`src/rtl/instruction_queue_if.sv`:
```
// Fetch/execute handshake bundle for instruction_queue.
// The fetcher side uses the master modport, and the queue uses the slave modport.
interface instruction_queue_if #(
    parameter int DEPTH = 4,
    parameter int PC_W  = 10
);
    localparam int CW = $clog2(DEPTH) + 1;

    logic [31:0]     in_instruction;
    logic [PC_W-1:0] in_pc;
    logic            in_valid;
    logic            in_ready;
    logic [31:0]     out_instruction;
    logic [PC_W-1:0] out_pc;
    logic            out_valid;
    logic            out_ready;
    logic            flush;
    logic [CW-1:0]   count;

    // Fetcher/executor environment side
    modport master (
        output in_instruction, in_pc, in_valid, out_ready, flush,
        input  in_ready, out_instruction, out_pc, out_valid, count
    );

    // Queue side
    modport slave (
        input  in_instruction, in_pc, in_valid, out_ready, flush,
        output in_ready, out_instruction, out_pc, out_valid, count
    );
endinterface

```
`src/rtl/instruction_queue.sv`:
```
// instruction_queue: a circular-buffer FIFO that sits between the fetcher and the executor.
// Each queued word carries the PC it was fetched from. A word pushed into an empty queue
// appears at the head one cycle later. There is no same-cycle bypass.
// Optional feature: define IQ_JMP_STALL_EN to block further fetches after a JMP
// (opcode 8'h01) is queued. A flush or reset clears that block.
module instruction_queue #(
    parameter int DEPTH = 4,
    parameter int PC_W  = 10
) (
    input  logic              clk,
    input  logic              rst,
    instruction_queue_if.slave bus
);
    localparam int AW = $clog2(DEPTH);
    localparam int CW = AW + 1;
    localparam logic [CW-1:0] FULL_COUNT = CW'(DEPTH);
    localparam logic [7:0]    OPC_JMP    = 8'h01;

    // Payload storage. This memory has no reset, so it can map onto RAM.
    logic [31:0]     instr_mem [DEPTH];
    logic [PC_W-1:0] pc_mem    [DEPTH];

    logic [AW-1:0]   head_q, head_d;
    logic [AW-1:0]   tail_q, tail_d;
    logic [CW-1:0]   count_q, count_d;
    logic [31:0]     out_instr_q, out_instr_d;
    logic [PC_W-1:0] out_pc_q, out_pc_d;

    logic in_ready_w;
    logic out_valid_w;
    logic push_w;
    logic pop_w;

`ifdef IQ_JMP_STALL_EN
    logic stall_q;

    // The stall flag is set when a JMP is actually enqueued and is cleared on redirect.
    // A JMP offered during a flush is never pushed, so it cannot set the flag.
    always_ff @(posedge clk) begin
        if (rst || bus.flush) begin
            stall_q <= 1'b0;
        end else if (push_w && (bus.in_instruction[31:24] == OPC_JMP)) begin
            stall_q <= 1'b1;
        end
    end

    assign in_ready_w = (count_q < FULL_COUNT) && !stall_q;
`else
    assign in_ready_w = (count_q < FULL_COUNT);
`endif

    // A full queue refuses a push even if a pop happens in the same cycle.
    // This keeps in_ready a function of registered state only.
    assign out_valid_w = (count_q != '0);
    assign push_w      = bus.in_valid && in_ready_w && !bus.flush;
    assign pop_w       = out_valid_w && bus.out_ready && !bus.flush;

    // Next-state logic for the pointers, the occupancy count and the registered head view
    always_comb begin
        head_d      = head_q;
        tail_d      = tail_q;
        count_d     = count_q;
        out_instr_d = out_instr_q;
        out_pc_d    = out_pc_q;
        if (bus.flush) begin
            head_d  = '0;
            tail_d  = '0;
            count_d = '0;
        end else begin
            if (push_w) begin
                tail_d = tail_q + 1'b1;
            end
            if (pop_w) begin
                head_d = head_q + 1'b1;
            end
            case ({push_w, pop_w})
                2'b10:   count_d = count_q + 1'b1;
                2'b01:   count_d = count_q - 1'b1;
                default: count_d = count_q;
            endcase
            // Preload the head word for the next cycle. When the queue empties,
            // the last value is kept. If the word being written becomes the new head,
            // it is forwarded, because the memory write lands on the same edge.
            if (count_d != '0) begin
                if (push_w && (tail_q == head_d)) begin
                    out_instr_d = bus.in_instruction;
                    out_pc_d    = bus.in_pc;
                end else begin
                    out_instr_d = instr_mem[head_d];
                    out_pc_d    = pc_mem[head_d];
                end
            end
        end
    end

    // Control and output registers. Reset overrides flush, push and pop.
    always_ff @(posedge clk) begin
        if (rst) begin
            head_q      <= '0;
            tail_q      <= '0;
            count_q     <= '0;
            out_instr_q <= '0;
            out_pc_q    <= '0;
        end else begin
            head_q      <= head_d;
            tail_q      <= tail_d;
            count_q     <= count_d;
            out_instr_q <= out_instr_d;
            out_pc_q    <= out_pc_d;
        end
    end

    // Write the accepted word and its PC at the tail slot
    always_ff @(posedge clk) begin
        if (!rst && push_w) begin
            instr_mem[tail_q] <= bus.in_instruction;
            pc_mem[tail_q]    <= bus.in_pc;
        end
    end

    assign bus.in_ready        = in_ready_w;
    assign bus.out_valid       = out_valid_w;
    assign bus.out_instruction = out_instr_q;
    assign bus.out_pc          = out_pc_q;
    assign bus.count           = count_q;

endmodule
```
`src/flat_wrapper.sv`:
```
// flat-port wrapper written by rule: the top's interface ports become plain ports
module instruction_queue_flat 
#(
    parameter int DEPTH = 4,
    parameter int PC_W  = 10
)
  (clk, rst, bus_in_instruction, bus_in_pc, bus_in_valid, bus_out_ready, bus_flush, bus_in_ready, bus_out_instruction, bus_out_pc, bus_out_valid, bus_count);
  instruction_queue_if #(.DEPTH(DEPTH), .PC_W(PC_W)) bus_i ();
  input  logic clk;
  input  logic rst;
  input wire logic [$bits(bus_i.in_instruction)-1:0] bus_in_instruction;
  input wire logic [$bits(bus_i.in_pc)-1:0] bus_in_pc;
  input wire logic [$bits(bus_i.in_valid)-1:0] bus_in_valid;
  input wire logic [$bits(bus_i.out_ready)-1:0] bus_out_ready;
  input wire logic [$bits(bus_i.flush)-1:0] bus_flush;
  output wire logic [$bits(bus_i.in_ready)-1:0] bus_in_ready;
  output wire logic [$bits(bus_i.out_instruction)-1:0] bus_out_instruction;
  output wire logic [$bits(bus_i.out_pc)-1:0] bus_out_pc;
  output wire logic [$bits(bus_i.out_valid)-1:0] bus_out_valid;
  output wire logic [$bits(bus_i.count)-1:0] bus_count;
  assign bus_i.in_instruction = bus_in_instruction;
  assign bus_i.in_pc = bus_in_pc;
  assign bus_i.in_valid = bus_in_valid;
  assign bus_i.out_ready = bus_out_ready;
  assign bus_i.flush = bus_flush;
  assign bus_in_ready = bus_i.in_ready;
  assign bus_out_instruction = bus_i.out_instruction;
  assign bus_out_pc = bus_i.out_pc;
  assign bus_out_valid = bus_i.out_valid;
  assign bus_count = bus_i.count;
  instruction_queue #(.DEPTH(DEPTH), .PC_W(PC_W)) u_core (.clk(clk), .rst(rst), .bus(bus_i));
endmodule
```
`config.mk`:
```
export PLATFORM = sky130hd
export DESIGN_NAME = instruction_queue_flat
export DESIGN_NICKNAME = d
export VERILOG_FILES = /design/src/rtl/instruction_queue_if.sv /design/src/rtl/instruction_queue.sv /design/src/flat_wrapper.sv
export SDC_FILE = /design/constraint.sdc
export NUM_CORES = 1
export LEC_CHECK = 0
export ABC_AREA = 1
export CORE_MARGIN = 2
export CORE_UTILIZATION = 45
export DETAILED_ROUTE_END_ITERATION = 6
export PLACE_DENSITY_LB_ADDON = 0.15
export SYNTH_ARGS = -nofsm -noshare
export SYNTH_HDL_FRONTEND = slang
export SYNTH_SLANG_ARGS = --single-unit
```
`constraint.sdc`:
```
create_clock -name clk -period 4.16 [get_ports clk]
set_input_delay 0.832 -clock clk [delete_from_list [all_inputs] [get_ports clk]]
set_output_delay 0.832 -clock clk [all_outputs]
set_load 0.1 [all_outputs]
```
# Word level (Yosys, flattened, before mapping)
# Memories as Yosys holds them, arrays and structs flattened. A register that Yosys moved wholly into a read port is not among the register bits.
# Cells that the tools add are included.
# op_classes
n_eq_ne,2
reduce_logical,11
magnitude_cmp,1
n_addsub,4
mux,6
n_bitwise,1
# op_table
cell,n
$pmux W3 S2,1
$reduce_bool A3 Y1,2
$logic_and A1 B1 Y1,5
$add A2 B1 Y2 const B,2
$mux W2,2
$add A3 B1 Y3 const B,1
$lt A3 B3 Y1 const B,1
$mux W3,1
$sub A3 B1 Y3 const B,1
$eq A2 B1 Y1 const B,1
$eq A2 B2 Y1 const B,1
$logic_not A1 Y1,2
$mux W1,2
$reduce_and A2 Y1,1
$reduce_or A2 Y1,1
$not A1 Y1,1
# totals
output_inout_bits,47
memories,2
ff_bits,7
ram_bits,168
# mem_list
memory,words,word_bits,read_ports,rd_ports_with_merged_regs,write_ports,line,text
u_core.instr_mem,4,32,1,1,1,instruction_queue.sv:20,logic [31:0] instr_mem [DEPTH];
u_core.pc_mem,4,10,1,1,1,instruction_queue.sv:21,logic [PC_W-1:0] pc_mem [DEPTH];

# Depth between registers and ports, before layout
# depth
ltp_word,8
depth_mapped,19

# Worst setup path after synthesis
# No wires, ideal clock.
# synth_timing
kind,flip-flop to flip-flop
startpoint,"reg u_core.count_q[2], in the netlist u_core.bus.count[2]"
endpoint,"reg u_core.out_instr_q[21], in the netlist u_core.bus.out_instruction[21], read port of u_core.instr_mem"
arrival_ps,3939
slack_ps,112
stages_incl_launch_ff,20
cell_sequence,dfxtp_1 -> inv_2 -> nand2_2 -> nand2_4 -> inv_2 -> ha_1 -> inv_1 -> fa_1 -> inv_1 -> nand2_1 -> nand3_1 -> xor2_1 -> inv_1 -> nand2_1 -> nand2_1 -> clkinv_1 -> clkbuf_1 -> nand3_1 -> nand2_1 -> inv_1
# synth_between
elab_chain_cells,8
# synth_rtl
element,line,text
start: declaration,instruction_queue.sv:25,"logic [CW-1:0] count_q, count_d;"
start signal: assignment,instruction_queue.sv:107,count_q <= count_d;
$lt A3 B3 Y1 *,instruction_queue.sv:49,assign in_ready_w = (count_q < FULL_COUNT);
named net bus_in_ready,flat_wrapper.sv:16,output wire logic [$bits(bus_i.in_ready)-1:0] bus_in_ready;
$logic_and A1 B1 Y1 * (2 in a row),instruction_queue.sv:55,assign push_w = bus.in_valid && in_ready_w && !bus.flush;
$eq A2 B1 Y1 / $eq A2 B2 Y1 (equally long branches),instruction_queue.sv:76,"case ({push_w, pop_w})"
$pmux W3 S2 *,instruction_queue.sv:76,
$mux W3 *,instruction_queue.sv:65,if (bus.flush) begin
$reduce_bool A3 Y1 *,instruction_queue.sv:84,if (count_d != '0) begin
$reduce_and A2 Y1 (no source line) *,n/a,
end: declaration,instruction_queue.sv:26,"logic [31:0] out_instr_q, out_instr_d;"
# Mark *: on every way through the listed nets, which the timed path passes. The rest lies on a longest branch. The select of a mux whose other input is x is not followed.
# A chain may end at the register's enable or synchronous reset.

# Final worst setup path
# layout_timing
startpoint,in bus_flush
endpoint,"reg u_core.out_instr_q[15], in the netlist u_core.bus.out_instruction[15], read port of u_core.instr_mem"
# layout_between
elab_chain_cells,7
# layout_rtl
element,line,text
start: declaration,flat_wrapper.sv:15,input wire logic [$bits(bus_i.flush)-1:0] bus_flush;
$logic_not A1 Y1,"instruction_queue.sv:55, instruction_queue.sv:56",
$logic_and A1 B1 Y1 (on tied branches),"instruction_queue.sv:56, instruction_queue.sv:55",
$eq A2 B1 Y1 / $eq A2 B2 Y1 (equally long branches),instruction_queue.sv:76,
$pmux W3 S2,instruction_queue.sv:76,
$mux W3,instruction_queue.sv:65,
$reduce_bool A3 Y1,instruction_queue.sv:84,
$reduce_and A2 Y1 (no source line),n/a,
# Parallel ways exist; a longest one is shown, timed or not. The select of a mux whose other input is x is not followed.

==> results.md <==
* 1st-iter DRT viols at between 400 and 500
* Post-synthesis instance total at 1114
* WHS Path Cells at 4
* DIE AREA at between 0.02 and 0.025 mm2
* Fin Hold WS at about 530 ps
* Placed cell area at about 0.011 mm2
* Crit-path cells: clkdlybuf4s50_1, nor2_4, nand2_4, inv_2, ha_1, inv_1, fa_1, inv_1, nand2_1, nand3_1, xor2_1, inv_1, nand2_1, nand2_2, inv_2, buf_4, nand3_1, nand2_1, inv_1
* IR drop worst, VDD at 367 uV
* Post-synth EDFFs at 168
* P_int at 3.85 mW
* Net Count, Synth at between 1000 and 1500
* Diodes inserted at 0
* Total power at ~5.4 mW
* Sequential power share at 45.3%
* CTS H-tree depth at 1
* Peak Freq at ~320 MHz
* Cell taking the most area after synthesis: edfxtp_1
* Via-to-Cell Ratio at approximately 5.1
* Top post-synthesis cells by count: 272 x inv_1, 255 x nand3_1, 222 x nand2_1
* Status: completed
* CTS tree: done
* Worst Clk Skew at ~12 ps
* Num CTS Buffers at 24
* Final instance area at approximately 0.012 mm2
* Period minus WS final at about 3200 ps
* Hold_buf cts at 0
* Initial core utilization at between 40% and 50%
* Required @ worst endpoint at 4570 ps
* CTS sink count at approximately 220
* I/O pin cnt at between 90 and 100
* Clock slew at reported path FFs at 60 ps
* Post_cts resized at 0
* Rows at 54
* Crit-path most repeated cell: inv_1
* FFs w/ async S/R, synth at 0%
* Via count at around 7600
* I/O Buffers at between 90 and 100
* Yosys top cell area share at between 50% and 60%
* Slowest stage cell, crit path: clkdlybuf4s50_1
* Yosys warning total at 0
* Worst Hold Class: reg -> reg
* Largest net degree at the start of global routing at 44
* Gpl congestion at approximately 0.8
* GR Overflow Total at 0
* Tcrit/Tclk final at 75.7%
* # setup viols final at 0
* Synth Flop Type: edfxtp_1
* Kind of critical path: in -> reg
* Min-delay src: u_core.bus.out_instruction[18]
* Area grow syn2layout at 19.8%
* Fillers at between 1500 and 2000
* RSZ-0062 raised after global routing: false
* Most common cell in the netlist: inv_1
* Crit path DAT at 3560 ps
* Initial antenna violation count at 0
* Maxcap violations at 0
* Clock Power Share at a little under two fifths
* Syn avg cell area at 8.99 um2
* Synthesized area at between 0.01 and 0.015 mm2
* Die Y at approximately 150 um
* Vias in the first global route at between 7000 and 8000
* CTS Buffer Depth at 3
* Sequential cell area fraction in the yosys report at between 60% and 70%
* Routed Antenna Nets at 0
* Clk Latency, worst-skew pair at between 500 and 600 ps
* Critical R2R Launch: u_core.bus.count[0]
* Footprint of the multi-input gates at roughly 0.0027 mm2
* DRC viols at 0
* Slowest stage delay, CP at between 400 and 500 ps
* DP HPWL at about 14 mm
* Flop-to-flop setup slack at ~1400 ps
* Comb power frac at roughly 16%
* WL per Instance at 17.1 um
* Post-CTS Setup Bufs at 0
* Fin util at about 55%
* Root buf cell: clkbuf_16
* Worst-case reg-to-reg path depth at 19
* Die width at ~150 um
* First-pass GRT wire length at 40.2 mm
* Max Slew Vio Count at 0
* Power Density at about 450 mW/mm2
* Rel. slew slack at 34.7%
* CP Capture Type: flop
* CORE AREA at around 0.022 mm2
* Final hold vios at 0
* Worst Setup Start Kind: input port
* Largest cells by area after synthesis: edfxtp_1 50%, nand3_1 13%, inv_1 10%, dfxtp_1 9.8%, nand2_1 8.3%
* Net Sw Frac at between 20% and 30%
* Drt pass-1 iters at 5
* Worst-margin pin slew at approximately 980 ps
* Sw power at around 1.5 mW
* Yosys cell types at 25
* Hold Path Sink: u_core.bus.out_instruction[18]
* Crit path max fanout at 22
* P_leak at 5.40 nW
* Final Routed Wirelength at roughly 26 mm
* Worst reg2reg path endpoint: u_core.bus.out_instruction[15]
* Register bit total from synthesis at about 220
* Share of cells above drive strength 1 at a little over 7%
* # nets final at ~1300
* Area occupied by registers at roughly 0.0060 mm2
* Total GRT Usage at around 22%
* Final setup TNS at 0 ps
metal layers:
| layer | wire length [um] | track usage (%) |
|---|---|---|
| met4 | 497 | 4.81 |
| met1 | 11200 | 29.5 |
| met3 | 1620 | 2.81 |
| met2 | 12200 | 37.6 |
| met5 | 0 | 0 |
power by group through the flow:
stage               logic [mW]  registers, mW  clock network, mW
finish                   0.883           2.44               2.06
global route             0.946           2.44               2.18
CTS                      0.887           2.44               2.09
detailed placement       0.883           2.48                  0
global placement         0.877           2.48                  0
floorplan                0.273           2.83                  0
cell type report:
type / instances / share of cell area [%]
sequential: 217 / 50.2
clock inverter: 5 / 0.209
tap: 280 / 2.92
clock buffer: 39 / 6.24
timing repair buffer: 116 / 9.37
inverter: 277 / 8.67
multi-input combinational: 562 / 22.4
flip-flops by register name (all words and copies together), names as in the netlist:
name	count
u_core.instr_mem	128
u_core.bus.count	3
u_core.tail_q	2
u_core.bus.out_pc	10
u_core.bus.out_instruction	32
u_core.head_q	2
u_core.pc_mem	40
layout by cell type, fill, tap and decap left out, types with 9 or more instances in the layout:
master,synthesis,final
inv_1,272,272
nand3_1,255,255
nand2_1,222,219
edfxtp_1,168,168
clkdlybuf4s50_1,0,92
dfxtp_1,49,49
a21oi_1,44,44
clkbuf_16,0,25
buf_4,7,21
nor2_1,14,10
nand2_2,6,9
through the flow:
stage / cells / setup slack [ps]
6_report: 1496 / 1010
5_1_grt: 1496 / 741
4_1_cts: 1496 / 1020
3_5_place_dp: 1452 / 496
3_3_place_gp: 1452 / 511
2_1_floorplan: 1114 / 112
logic make-up after synthesis:
family / share of synthesized area, %
simple gates: 23.0
xor+xnor: 0.262
fa+ha+maj: 0.825
buf+inv: 13.4
flops: 60.2
compound gates: 2.35
worst max-delay path, delay by kind of cell:
family	cells	cell delay (ps)
XOR/XNOR	1	140
adder cells (fa/ha/maj)	2	550
buffers and inverters	8	1180
AND/OR/NAND/NOR	8	840
worst max path at each step:
stage / slack [ps] / startpoint / endpoint
after global placement: 510 / bus_flush / u_core.bus.out_instruction[15]
after floorplan: 110 / u_core.bus.count[2] / u_core.bus.out_instruction[21]
after CTS: 1020 / u_core.bus.count[0] / bus_out_valid
after detailed placement: 500 / bus_flush / u_core.bus.out_instruction[15]
after global routing: 740 / bus_flush / u_core.bus.out_instruction[15]
final: 1010 / bus_flush / u_core.bus.out_instruction[15]
(Power assumes the default switching activity.)
